===== src/rtl/axi_lite_pkg.sv =====
`default_nettype none
// +----------------------------------------------------------------------+
// | axi_lite_pkg : shared response codes, FSM states, default widths     |
// | Revision     : 1.0                                                   |
// +----------------------------------------------------------------------+
package axi_lite_pkg;

    localparam int c_DEFAULT_ADDR_WIDTH = 32;
    localparam int c_DEFAULT_DATA_WIDTH = 32;
    localparam int c_DEFAULT_NUM_REGS   = 16;

    localparam logic [1:0] RESP_OKAY   = 2'b00;
    localparam logic [1:0] RESP_SLVERR = 2'b10;

    typedef enum logic [0:0] {W_IDLE = 1'b0, W_RESP = 1'b1} wr_state_t;
    typedef enum logic [0:0] {R_IDLE = 1'b0, R_DATA = 1'b1} rd_state_t;

endpackage
`default_nettype wire


===== src/rtl/axi_lite_regfile.sv =====
`default_nettype none
// +----------------------------------------------------------------------+
// | axi_lite_regfile : register array, byte-strobed write, comb. read    |
// | Revision         : 1.0                                               |
// +----------------------------------------------------------------------+
module axi_lite_regfile
    import axi_lite_pkg::*;
#(
    parameter int NUM_REGS   = c_DEFAULT_NUM_REGS,
    parameter int DATA_WIDTH = c_DEFAULT_DATA_WIDTH,
    parameter int IDX_W      = $clog2(NUM_REGS)
) (
    input  logic                    clk,
    input  logic                    rst,
    input  logic                    we,
    input  logic [IDX_W-1:0]        widx,
    input  logic [DATA_WIDTH-1:0]   wdata,
    input  logic [DATA_WIDTH/8-1:0] wstrb,
    input  logic [IDX_W-1:0]        ridx,
    output logic [DATA_WIDTH-1:0]   rdata
);

    logic [DATA_WIDTH-1:0] r_mem [NUM_REGS];

    always_ff @(posedge clk or negedge rst) begin
        if (!rst) begin
            for (int i = 0; i < NUM_REGS; i++) begin
                r_mem[i] <= '0;
            end
        end else if (we) begin
            for (int b = 0; b < DATA_WIDTH/8; b++) begin
                if (wstrb[b]) begin
                    r_mem[widx][8*b +: 8] <= wdata[8*b +: 8];
                end
            end
        end
    end

    assign rdata = r_mem[ridx];

endmodule
`default_nettype wire


===== src/rtl/axi_lite_reg_slave.sv =====
`default_nettype none
// +----------------------------------------------------------------------+
// | axi_lite_reg_slave : AXI4-Lite slave over a bank of 32-bit registers |
// | Revision           : 1.0                                             |
// +----------------------------------------------------------------------+
module axi_lite_reg_slave
    import axi_lite_pkg::*;
#(
    parameter int ADDR_WIDTH = c_DEFAULT_ADDR_WIDTH,
    parameter int DATA_WIDTH = c_DEFAULT_DATA_WIDTH,
    parameter int NUM_REGS   = c_DEFAULT_NUM_REGS
) (
    input  logic                    clk,
    input  logic                    rst,
    input  logic [ADDR_WIDTH-1:0]   awaddr,
    input  logic [2:0]              awprot,
    input  logic                    awvalid,
    output logic                    awready,
    input  logic [DATA_WIDTH-1:0]   wdata,
    input  logic [DATA_WIDTH/8-1:0] wstrb,
    input  logic                    wvalid,
    output logic                    wready,
    output logic [1:0]              bresp,
    output logic                    bvalid,
    input  logic                    bready,
    input  logic [ADDR_WIDTH-1:0]   araddr,
    input  logic [2:0]              arprot,
    input  logic                    arvalid,
    output logic                    arready,
    output logic [DATA_WIDTH-1:0]   rdata,
    output logic [1:0]              rresp,
    output logic                    rvalid,
    input  logic                    rready
);

    localparam int IDX_W  = $clog2(NUM_REGS);
    localparam int STRB_W = DATA_WIDTH / 8;

    function automatic logic addr_legal(input logic [ADDR_WIDTH-1:0] a);
        return (a[1:0] == 2'b00) && ((a >> (IDX_W + 2)) == '0);
    endfunction

    wr_state_t               r_wstate, w_wstate_nxt;
    rd_state_t               r_rstate, w_rstate_nxt;
    logic                    r_run;
    logic                    r_aw_held, r_w_held;
    logic [ADDR_WIDTH-1:0]   r_awaddr;
    logic [DATA_WIDTH-1:0]   r_wdata;
    logic [STRB_W-1:0]       r_wstrb;
    logic [1:0]              r_bresp, r_rresp;
    logic [DATA_WIDTH-1:0]   r_rdata;

    logic                    w_aw_hs, w_w_hs, w_ar_hs, w_commit;
    logic [ADDR_WIDTH-1:0]   w_waddr;
    logic [DATA_WIDTH-1:0]   w_wdata;
    logic [STRB_W-1:0]       w_wstrb;
    logic                    w_wlegal, w_rlegal;
    logic [DATA_WIDTH-1:0]   w_rf_rdata;
    logic                    w_unused;

    assign w_unused = ^{awprot, arprot};

    // Readies stay low until the first clock after reset release.
    always_ff @(posedge clk or negedge rst) begin
        if (!rst) r_run <= 1'b0;
        else      r_run <= 1'b1;
    end

    // A half already latched takes priority over the live bus value.
    assign w_waddr  = r_aw_held ? r_awaddr : awaddr;
    assign w_wdata  = r_w_held  ? r_wdata  : wdata;
    assign w_wstrb  = r_w_held  ? r_wstrb  : wstrb;
    assign w_wlegal = addr_legal(w_waddr);
    assign w_rlegal = addr_legal(araddr);
    assign w_aw_hs  = awvalid && awready;
    assign w_w_hs   = wvalid && wready;
    assign w_ar_hs  = arvalid && arready;

    always_comb begin
        w_wstate_nxt = r_wstate;
        w_commit     = 1'b0;
        awready      = 1'b0;
        wready       = 1'b0;
        bvalid       = 1'b0;
        case (r_wstate)
            W_IDLE: begin
                awready = r_run && !r_aw_held;
                wready  = r_run && !r_w_held;
                if ((r_aw_held || w_aw_hs) && (r_w_held || w_w_hs)) begin
                    w_commit     = 1'b1;
                    w_wstate_nxt = W_RESP;
                end
            end
            W_RESP: begin
                bvalid = 1'b1;
                if (bready) w_wstate_nxt = W_IDLE;
            end
            default: w_wstate_nxt = W_IDLE;
        endcase
    end

    always_ff @(posedge clk or negedge rst) begin
        if (!rst) begin
            r_wstate  <= W_IDLE;
            r_aw_held <= 1'b0;
            r_w_held  <= 1'b0;
            r_awaddr  <= '0;
            r_wdata   <= '0;
            r_wstrb   <= '0;
            r_bresp   <= RESP_OKAY;
        end else begin
            r_wstate <= w_wstate_nxt;
            if (w_commit) begin
                r_aw_held <= 1'b0;
                r_w_held  <= 1'b0;
                r_bresp   <= w_wlegal ? RESP_OKAY : RESP_SLVERR;
            end else begin
                if (w_aw_hs) begin
                    r_aw_held <= 1'b1;
                    r_awaddr  <= awaddr;
                end
                if (w_w_hs) begin
                    r_w_held <= 1'b1;
                    r_wdata  <= wdata;
                    r_wstrb  <= wstrb;
                end
            end
        end
    end

    always_comb begin
        w_rstate_nxt = r_rstate;
        arready      = 1'b0;
        rvalid       = 1'b0;
        case (r_rstate)
            R_IDLE: begin
                arready = r_run;
                if (w_ar_hs) w_rstate_nxt = R_DATA;
            end
            R_DATA: begin
                rvalid = 1'b1;
                if (rready) w_rstate_nxt = R_IDLE;
            end
            default: w_rstate_nxt = R_IDLE;
        endcase
    end

    // Capture uses the pre-edge register value, so a same-edge write is not seen.
    always_ff @(posedge clk or negedge rst) begin
        if (!rst) begin
            r_rstate <= R_IDLE;
            r_rdata  <= '0;
            r_rresp  <= RESP_OKAY;
        end else begin
            r_rstate <= w_rstate_nxt;
            if (w_ar_hs) begin
                r_rdata <= w_rlegal ? w_rf_rdata : '0;
                r_rresp <= w_rlegal ? RESP_OKAY : RESP_SLVERR;
            end
        end
    end

    assign bresp = r_bresp;
    assign rdata = r_rdata;
    assign rresp = r_rresp;

    axi_lite_regfile #(
        .NUM_REGS   (NUM_REGS),
        .DATA_WIDTH (DATA_WIDTH),
        .IDX_W      (IDX_W)
    ) u_regfile (
        .clk   (clk),
        .rst   (rst),
        .we    (w_commit && w_wlegal),
        .widx  (w_waddr[2 +: IDX_W]),
        .wdata (w_wdata),
        .wstrb (w_wstrb),
        .ridx  (araddr[2 +: IDX_W]),
        .rdata (w_rf_rdata)
    );

endmodule
`default_nettype wire


===== config.mk =====
export PLATFORM = sky130hd
export DESIGN_NAME = axi_lite_reg_slave
export DESIGN_NICKNAME = d
export VERILOG_FILES = /design/src/rtl/axi_lite_pkg.sv /design/src/rtl/axi_lite_regfile.sv /design/src/rtl/axi_lite_reg_slave.sv
export SDC_FILE = /design/constraint.sdc
export NUM_CORES = 1
export LEC_CHECK = 0
export ABC_AREA = 1
export CAP_MARGIN = 10
export CORE_ASPECT_RATIO = 1.5
export CORE_MARGIN = 5
export CORE_UTILIZATION = 61
export CTS_CLUSTER_SIZE = 16
export DETAILED_ROUTE_END_ITERATION = 10
export GPL_TIMING_DRIVEN = 0
export PLACE_DENSITY = 0.8
export SYNTH_ARGS = -nofsm -noshare
export SYNTH_HDL_FRONTEND = slang
export SYNTH_SLANG_ARGS = --single-unit

===== constraint.sdc =====
create_clock -name clk -period 2.2 [get_ports clk]
set_input_delay 0.33 -clock clk [delete_from_list [all_inputs] [get_ports clk]]
set_output_delay 0.33 -clock clk [all_outputs]
set_load 0.02 [all_outputs]

# Word-level counts from Yosys, hierarchy flattened
# Index checks and enable logic that the tools add are counted.
totals:
  ff_bits: 621
  input_bits: 113
  out_inout_bits: 41
  word_cells: 101
op_classes:
  n_lt_le_gt_ge: 3
  n_mux: 44
  n_bitwise: 5
  reduce_logical: 22
ops:
  columns: ["cell", "count"]
  rows:
  - ["$mux 512", 7]
  - ["$bwmux 512", 4]
  - ["$demux 32 s4", 4]
  - ["$mux 32", 6]
  - ["$bmux 32 s4", 1]
  - ["$logic_not 32->1", 2]
  - ["$mux 24", 1]
  - ["$mux 16", 1]
  - ["$mux 1", 14]
  - ["$ge 5x5->1 const B", 2]
  - ["$logic_and 1x1->1", 10]
  - ["$not 4->5", 2]
  - ["$mux 8", 1]
  - ["$lt 5x1->1 const B", 1]
  - ["$logic_not 2->1", 2]
  - ["$mux 2", 2]
  - ["$mux 4", 1]
  - ["$pmux 1 s2", 2]
  - ["$reduce_and 2->1", 2]
  - ["$reduce_bool 2->1", 2]
  - ["$not 1->1", 3]
  - ["$logic_not 1->1", 2]
  - ["$logic_or 1x1->1", 2]

# Longest topological paths before layout
logic_depth:
  word_depth: 18
  depth_mapped: 14
  ltp_nobuf: 12

# Modules after synthesis
# From an unflattened synthesis, not the netlist that was laid out.
hier_totals:
  cells_unflattened: 3957
  hier_area_um2: 29748.5
modules_own_cells:
  columns: ["mod", "n_inst", "cells_each", "area_per_inst_um2", "seq_area_each_um2"]
  rows:
  - ["axi_lite_regfile", 1, 3317, 24837.6, 12812.3]
  - ["axi_lite_reg_slave", 1, 640, 4911.0, 2677.6]

# Worst setup path before layout
# OpenSTA, ideal clock, no wires.
synth_path:
  path_kind: "register -> register"
  from: "reg r_wstate"
  to: "reg u_regfile.r_mem[120] (netlist name)"
  setup_ns: 0.117
  arrival_ns: 2.072
  t_required_ns: 2.083
  slack_ns: 0.011
  path_stages_with_launch: 15
  n_path_buf: 2
  synth_period_minus_slack_ns: 2.189
  path_cell_list: "dfrtp_1 inv_2 nand2_1 nor2_1 nand2_1 inv_2 nor2_1 nor2_4 inv_2 nor2_4 buf_4 buf_4 nand2_1 nand2_1 nand2_1"
synth_between:
  elab_chain_len: 7
  word_cells_on_any_way: 10
  classes_between: "4 x mux; 6 x reduce/logical"
synth_rtl:
  columns: ["item", "line", "source"]
  rows:
  - ["start: declaration", "axi_lite_reg_slave.sv:43", "wr_state_t r_wstate, w_wstate_nxt;"]
  - ["start signal: assignment", "axi_lite_reg_slave.sv:112", "r_wstate <= w_wstate_nxt;"]
  - ["$mux 1", "axi_lite_reg_slave.sv:85", "case (r_wstate)"]
  - ["named net wready", "axi_lite_reg_slave.sv:22", "output logic wready,"]
  - ["$logic_and 1x1->1", "axi_lite_reg_slave.sv:76", "assign w_w_hs = wvalid && wready;"]
  - ["$logic_or 1x1->1", "axi_lite_reg_slave.sv:89", "if ((r_aw_held || w_aw_hs) && (r_w_held || w_w_hs)) begin"]
  - ["$logic_and 1x1->1", "axi_lite_reg_slave.sv:89", null]
  - ["$mux 1", "axi_lite_reg_slave.sv:89", null]
  - ["$mux 1", "axi_lite_reg_slave.sv:85", null]
  - ["$logic_and 1x1->1", "axi_lite_reg_slave.sv:174", ".we (w_commit && w_wlegal),"]
  - ["end signal: indexed assignment", "axi_lite_regfile.sv:33", "r_mem[widx][8*b +: 8] <= wdata[8*b +: 8];"]
  - ["end: declaration", "axi_lite_regfile.sv:23", "logic [DATA_WIDTH-1:0] r_mem [NUM_REGS];"]
# The timed path passes the listed nets, and every way through them passes these cells.
# A chain may end at the register's enable or synchronous reset.

# Worst setup path after layout
layout_path:
  from: "in araddr[2]"
  to: "reg r_rdata[9], in the netlist rdata[9]"
layout_between:
  elab_chain_len: 5
layout_rtl:
  columns: ["item", "line", "source"]
  rows:
  - ["start: declaration", "axi_lite_reg_slave.sv:26", "input logic [ADDR_WIDTH-1:0] araddr,"]
  - ["$not 4->5 (not written as such)", "axi_lite_regfile.sv:39", "assign rdata = r_mem[ridx];"]
  - ["$bmux 32 s4", "axi_lite_regfile.sv:39", null]
  - ["$mux 32 (not written as such) (2 in series)", "axi_lite_regfile.sv:39", null]
  - ["$mux 32", "axi_lite_reg_slave.sv:157", "r_rdata <= w_rlegal ? w_rf_rdata : '0;"]
  - ["end signal: assignment", "axi_lite_reg_slave.sv:157", null]
  - ["end: declaration", "axi_lite_reg_slave.sv:51", "logic [DATA_WIDTH-1:0] r_rdata;"]
# No other way between the ends. The select of a mux whose other input is x is not followed.

==> summary by stage <==
Run status
The flow ran to the end, and the final reports show no timing, DRC or antenna violations.

Die
The core footprint is 52,600 µm². The horizontal extent of the die is 198 µm. The die footprint is 57,900 µm². Row generation in the floorplan step produced 103 rows. The die extent in y is 292 µm. The count of pins on the block boundary is 154. The starting utilization of the core area is 61.6%.

Worst hold path
The startpoint identified for the worst hold timing path is bready. In this run the worst hold path is classified as in2reg. The path with the worst hold slack has its endpoint at r_wstate$_DFF_PN0_. The worst hold path was traced through 2 stages.

Layout
The fraction of final layout cells with drive strength greater than 1 is 12.2%. The signed area change from the synthesized netlist to the final layout is 17.1%. In the final design database the tool counted 4,462 nets.

The repair_antennas step left the layout with diodes totalling 0. The final core area utilization is 72.1%. Once layout is done, the placed cells without fillers occupy 37,900 µm².

Global route
Global routing finished with a remaining overflow of 0. The total routing resource utilization after global routing is 36.0%. The number of global-route vias before repair is 30,200.

The first global-routing pass estimated 164,000 µm of wire. The initial antenna violation count was 0. Entering global routing, the biggest net connects 121 pins.

Place
The worst-case setup slack after placement is -1.45 ns. Detailed placement ended at an HPWL of 80,100 µm. After detailed placement, the total cell area comes to 34,800 µm². The count of buffers inserted at the top-level ports is 142. The routability-driven placement congestion ratio is 0.960.

Clock tree
At the later pin of the worst-skew pair, clock insertion delay measures 0.64 ns. The CTS tree is yes. The master cell of the clock root buffer is sky130_fd_sc_hd__clkbuf_16. Counting every sink on the clock net gives 619. Counting the buffers created by CTS gives 56. The clock tree synthesis step divided the H-tree into 2 levels.

Clock-pin slew was measured on the worst setup and hold paths at 0.07 ns. The clock tree buffer depth is 3.

Detailed routing
The detailed router placed 31,000 vias in this run. The detailed router finished its first iteration with 3,365 violations. The detail route stage leaves a number of antenna-violating nets equal to 0. The total wirelength of the detailed-routed design is 107,000 µm. In the final routed layout, each cell accounts on average for 21.1 µm. The number of iterations in the first detailed-routing pass is 11.

The post-route DRC violation count is 0. Dividing the detail-routed via count by the number of cells gives 6.11.

STA
The headroom to the max-slew limit is 35.4%. The setup skew after layout is 0.0219 ns. After layout, the worst path uses 99.4% of the clock period. Setup repair after global routing could not meet its margin everywhere.

The number of failing hold endpoints at the final stage is 0. The final number of max-transition violations was 0. Based on the critical path, the design can be clocked at up to 457 MHz.

The final number of setup-violating endpoints is 0. The transition time at the pin with the least slew margin is 0.969 ns. On the final layout, the worst hold slack is 0.265 ns.

The shortest clock period the worst path allows after layout is 2.19 ns. The final worst-path setup slack is 0.0139 ns.

Setup path
The highest net fanout along the worst path is 10. In this run the critical register-to-register path is launched from r_wstate$_DFF_PN0_. STA classifies the critical path startpoint as an input port. The kind of critical path is in2reg.

The data arrival time of the critical path is 2.76 ns. The reg-to-reg critical path endpoint is u_regfile.r_mem[150]$_DFFE_PN0P_. The capturing element type of the critical path is a register.

STA puts the critical path data required time at 2.77 ns. The reg2reg setup slack is 0.07 ns. For the worst flop-to-flop path, the logic depth is 14.

Logic synthesis
The count of state elements after synthesis is 619. The cell area that synthesis handed to floorplanning was 32,400 µm². The number of warnings reported in the yosys synthesis log is 0. The fraction of the yosys area taken by sequential cells is 47.8%. After technology mapping, the gate count stands at 4,115. The number of unique standard cell types used by synthesis is 37. Averaged over all synthesized cells, the footprint is 7.87 µm².

Power and ir drop
VDD sags by at most 0.000979 V. The completed layout was analyzed and its total power is 33.0 mW. The total power per unit cell area is 870 nW/µm². For this design the static power due to leakage is 19.6 nW.

Flow run
The tool flagged a number of max-cap violations equal to 0.
routing by layer:
| metal | track usage [%] | part of all wire (%) | up-vias |
|---|---|---|---|
| met1 | 43.2 | 35 | 14600 |
| met4 | 21.7 | 8.0 | 0 |
| li1 | - | - | 14400 |
| met5 | 0 | 0 | - |
| met2 | 61.0 | 49 | 1541 |
| met3 | 5.42 | 8.2 | 422 |
stage by stage:
step	std cells	TNS, ns
CTS	5058	-0.00466
global route	5073	-0.455
detailed placement	4945	-423.94
finish	5073	0
floorplan	4116	0
global placement	4940	-
worst max-delay path, stage by stage:
cell and delay [ns]:
sky130_fd_sc_hd__clkbuf_1 0.22, sky130_fd_sc_hd__clkbuf_2 0.51, sky130_fd_sc_hd__clkbuf_1 0.78, sky130_fd_sc_hd__nand2_1 0.12, sky130_fd_sc_hd__a22oi_1 0.30, sky130_fd_sc_hd__nand2_1 0.09, sky130_fd_sc_hd__nand3_1 0.15, sky130_fd_sc_hd__nand3_1 0.15
sky130_fd_sc_hd__nand2_1 0.09
cells by family after synthesis:
logic type	share of synthesized area [%]
other	0.0232
buffers and inverters	6.18
AND/OR/NAND/NOR	37.0
AO/OA/AOI/OAI	8.86
multiplexers	0.0657
flip-flops	47.8
Yosys cell counts (all sizes together):
cell type / number / area (µm²)
nor4: 4 / 25.0
o21ai: 172 / 917
conb: 2 / 7.51
clkinv: 10 / 52.6
nand2: 1679 / 6440
mux2i: 1 / 10.0
buf: 150 / 876
nor2: 77 / 543
a22oi: 68 / 510
inv: 102 / 408
dfrtp: 619 / 15500
nand3b: 1 / 7.51
a21oi: 282 / 1410
clkbuf: 177 / 664
nand3: 200 / 1000
nand4: 434 / 3320
mux2: 1 / 11.3
nor3: 132 / 661
o211ai: 4 / 30.0
layout by cell type (no fill, tap or decap), types with 42 or more instances in the layout:
master and count:
sky130_fd_sc_hd__inv_1 86, sky130_fd_sc_hd__clkdlybuf4s50_1 138, sky130_fd_sc_hd__buf_2 42, sky130_fd_sc_hd__nand4_4 42, sky130_fd_sc_hd__clkbuf_2 78, sky130_fd_sc_hd__nand4_1 389, sky130_fd_sc_hd__a21oi_1 282, sky130_fd_sc_hd__buf_4 58
sky130_fd_sc_hd__nor2_1 46, sky130_fd_sc_hd__clkbuf_1 93, sky130_fd_sc_hd__nand2_1 1642, sky130_fd_sc_hd__a22oi_1 68, sky130_fd_sc_hd__nand3_1 200, sky130_fd_sc_hd__dfrtp_1 618, sky130_fd_sc_hd__nor3_1 132, sky130_fd_sc_hd__buf_6 49
sky130_fd_sc_hd__clkbuf_16 58, sky130_fd_sc_hd__o21ai_0 133
registers in the layout (all words and copies together) (netlist names), 4 cells and up:
register / count
r_awaddr: 32
r_wdata: 32
r_wstrb: 4
rdata: 32
u_regfile.r_mem: 512
area by class of cell:
type,instances,area (µm²)
flip-flops and latches,619,15500
repair buffers,176,1890
clock buffers,76,1640
well taps,682,853
inverters,112,484
multi-input cells,3058,15200
plain buffers,326,2080
clock inverters,24,258
fillers,4180,14700
worst max path at each step:
stage	from	endpoint	slack [ns]
2_1_floorplan	r_wstate$_DFF_PN0_	u_regfile.r_mem[120]$_DFFE_PN0P_	0.01
6_report	araddr[2]	rdata[9]$_DFFE_PN0P_	0.01
5_1_grt	r_aw_held$_DFFE_PN0P_	u_regfile.r_mem[376]$_DFFE_PN0P_	-0.02
3_5_place_dp	arvalid	rdata[8]$_DFFE_PN0P_	-1.45
3_3_place_gp	rst	u_regfile.r_mem[162]$_DFFE_PN0P_	-26.97
4_1_cts	r_wstate$_DFF_PN0_	u_regfile.r_mem[9]$_DFFE_PN0P_	-0.002
report_power, final:
| group | internal [mW] | leakage, nW | switching [mW] |
|---|---|---|---|
| combinational | 2.51 | 10.1 | 7.77 |
| sequential | 12.0 | 8.53 | 0.362 |
| clock | 5.78 | 0.935 | 4.58 |
| total | 20.3 | 19.6 | 12.7 |
timing repair:
| item | CTS | global route |
|---|---|---|
| pin swaps | 13 | 5 |
| buffers inserted | 13 | 14 |
| endpoints found under the hold margin | 85 | 0 |
| hold buffers | 1 | 0 |
| gates cloned | 0 | 1 |
| gates resized for setup | 159 | 209 |
| setup endpoints to repair | 581 | 575 |
No activity file was read; power rests on OpenSTA's default activity.
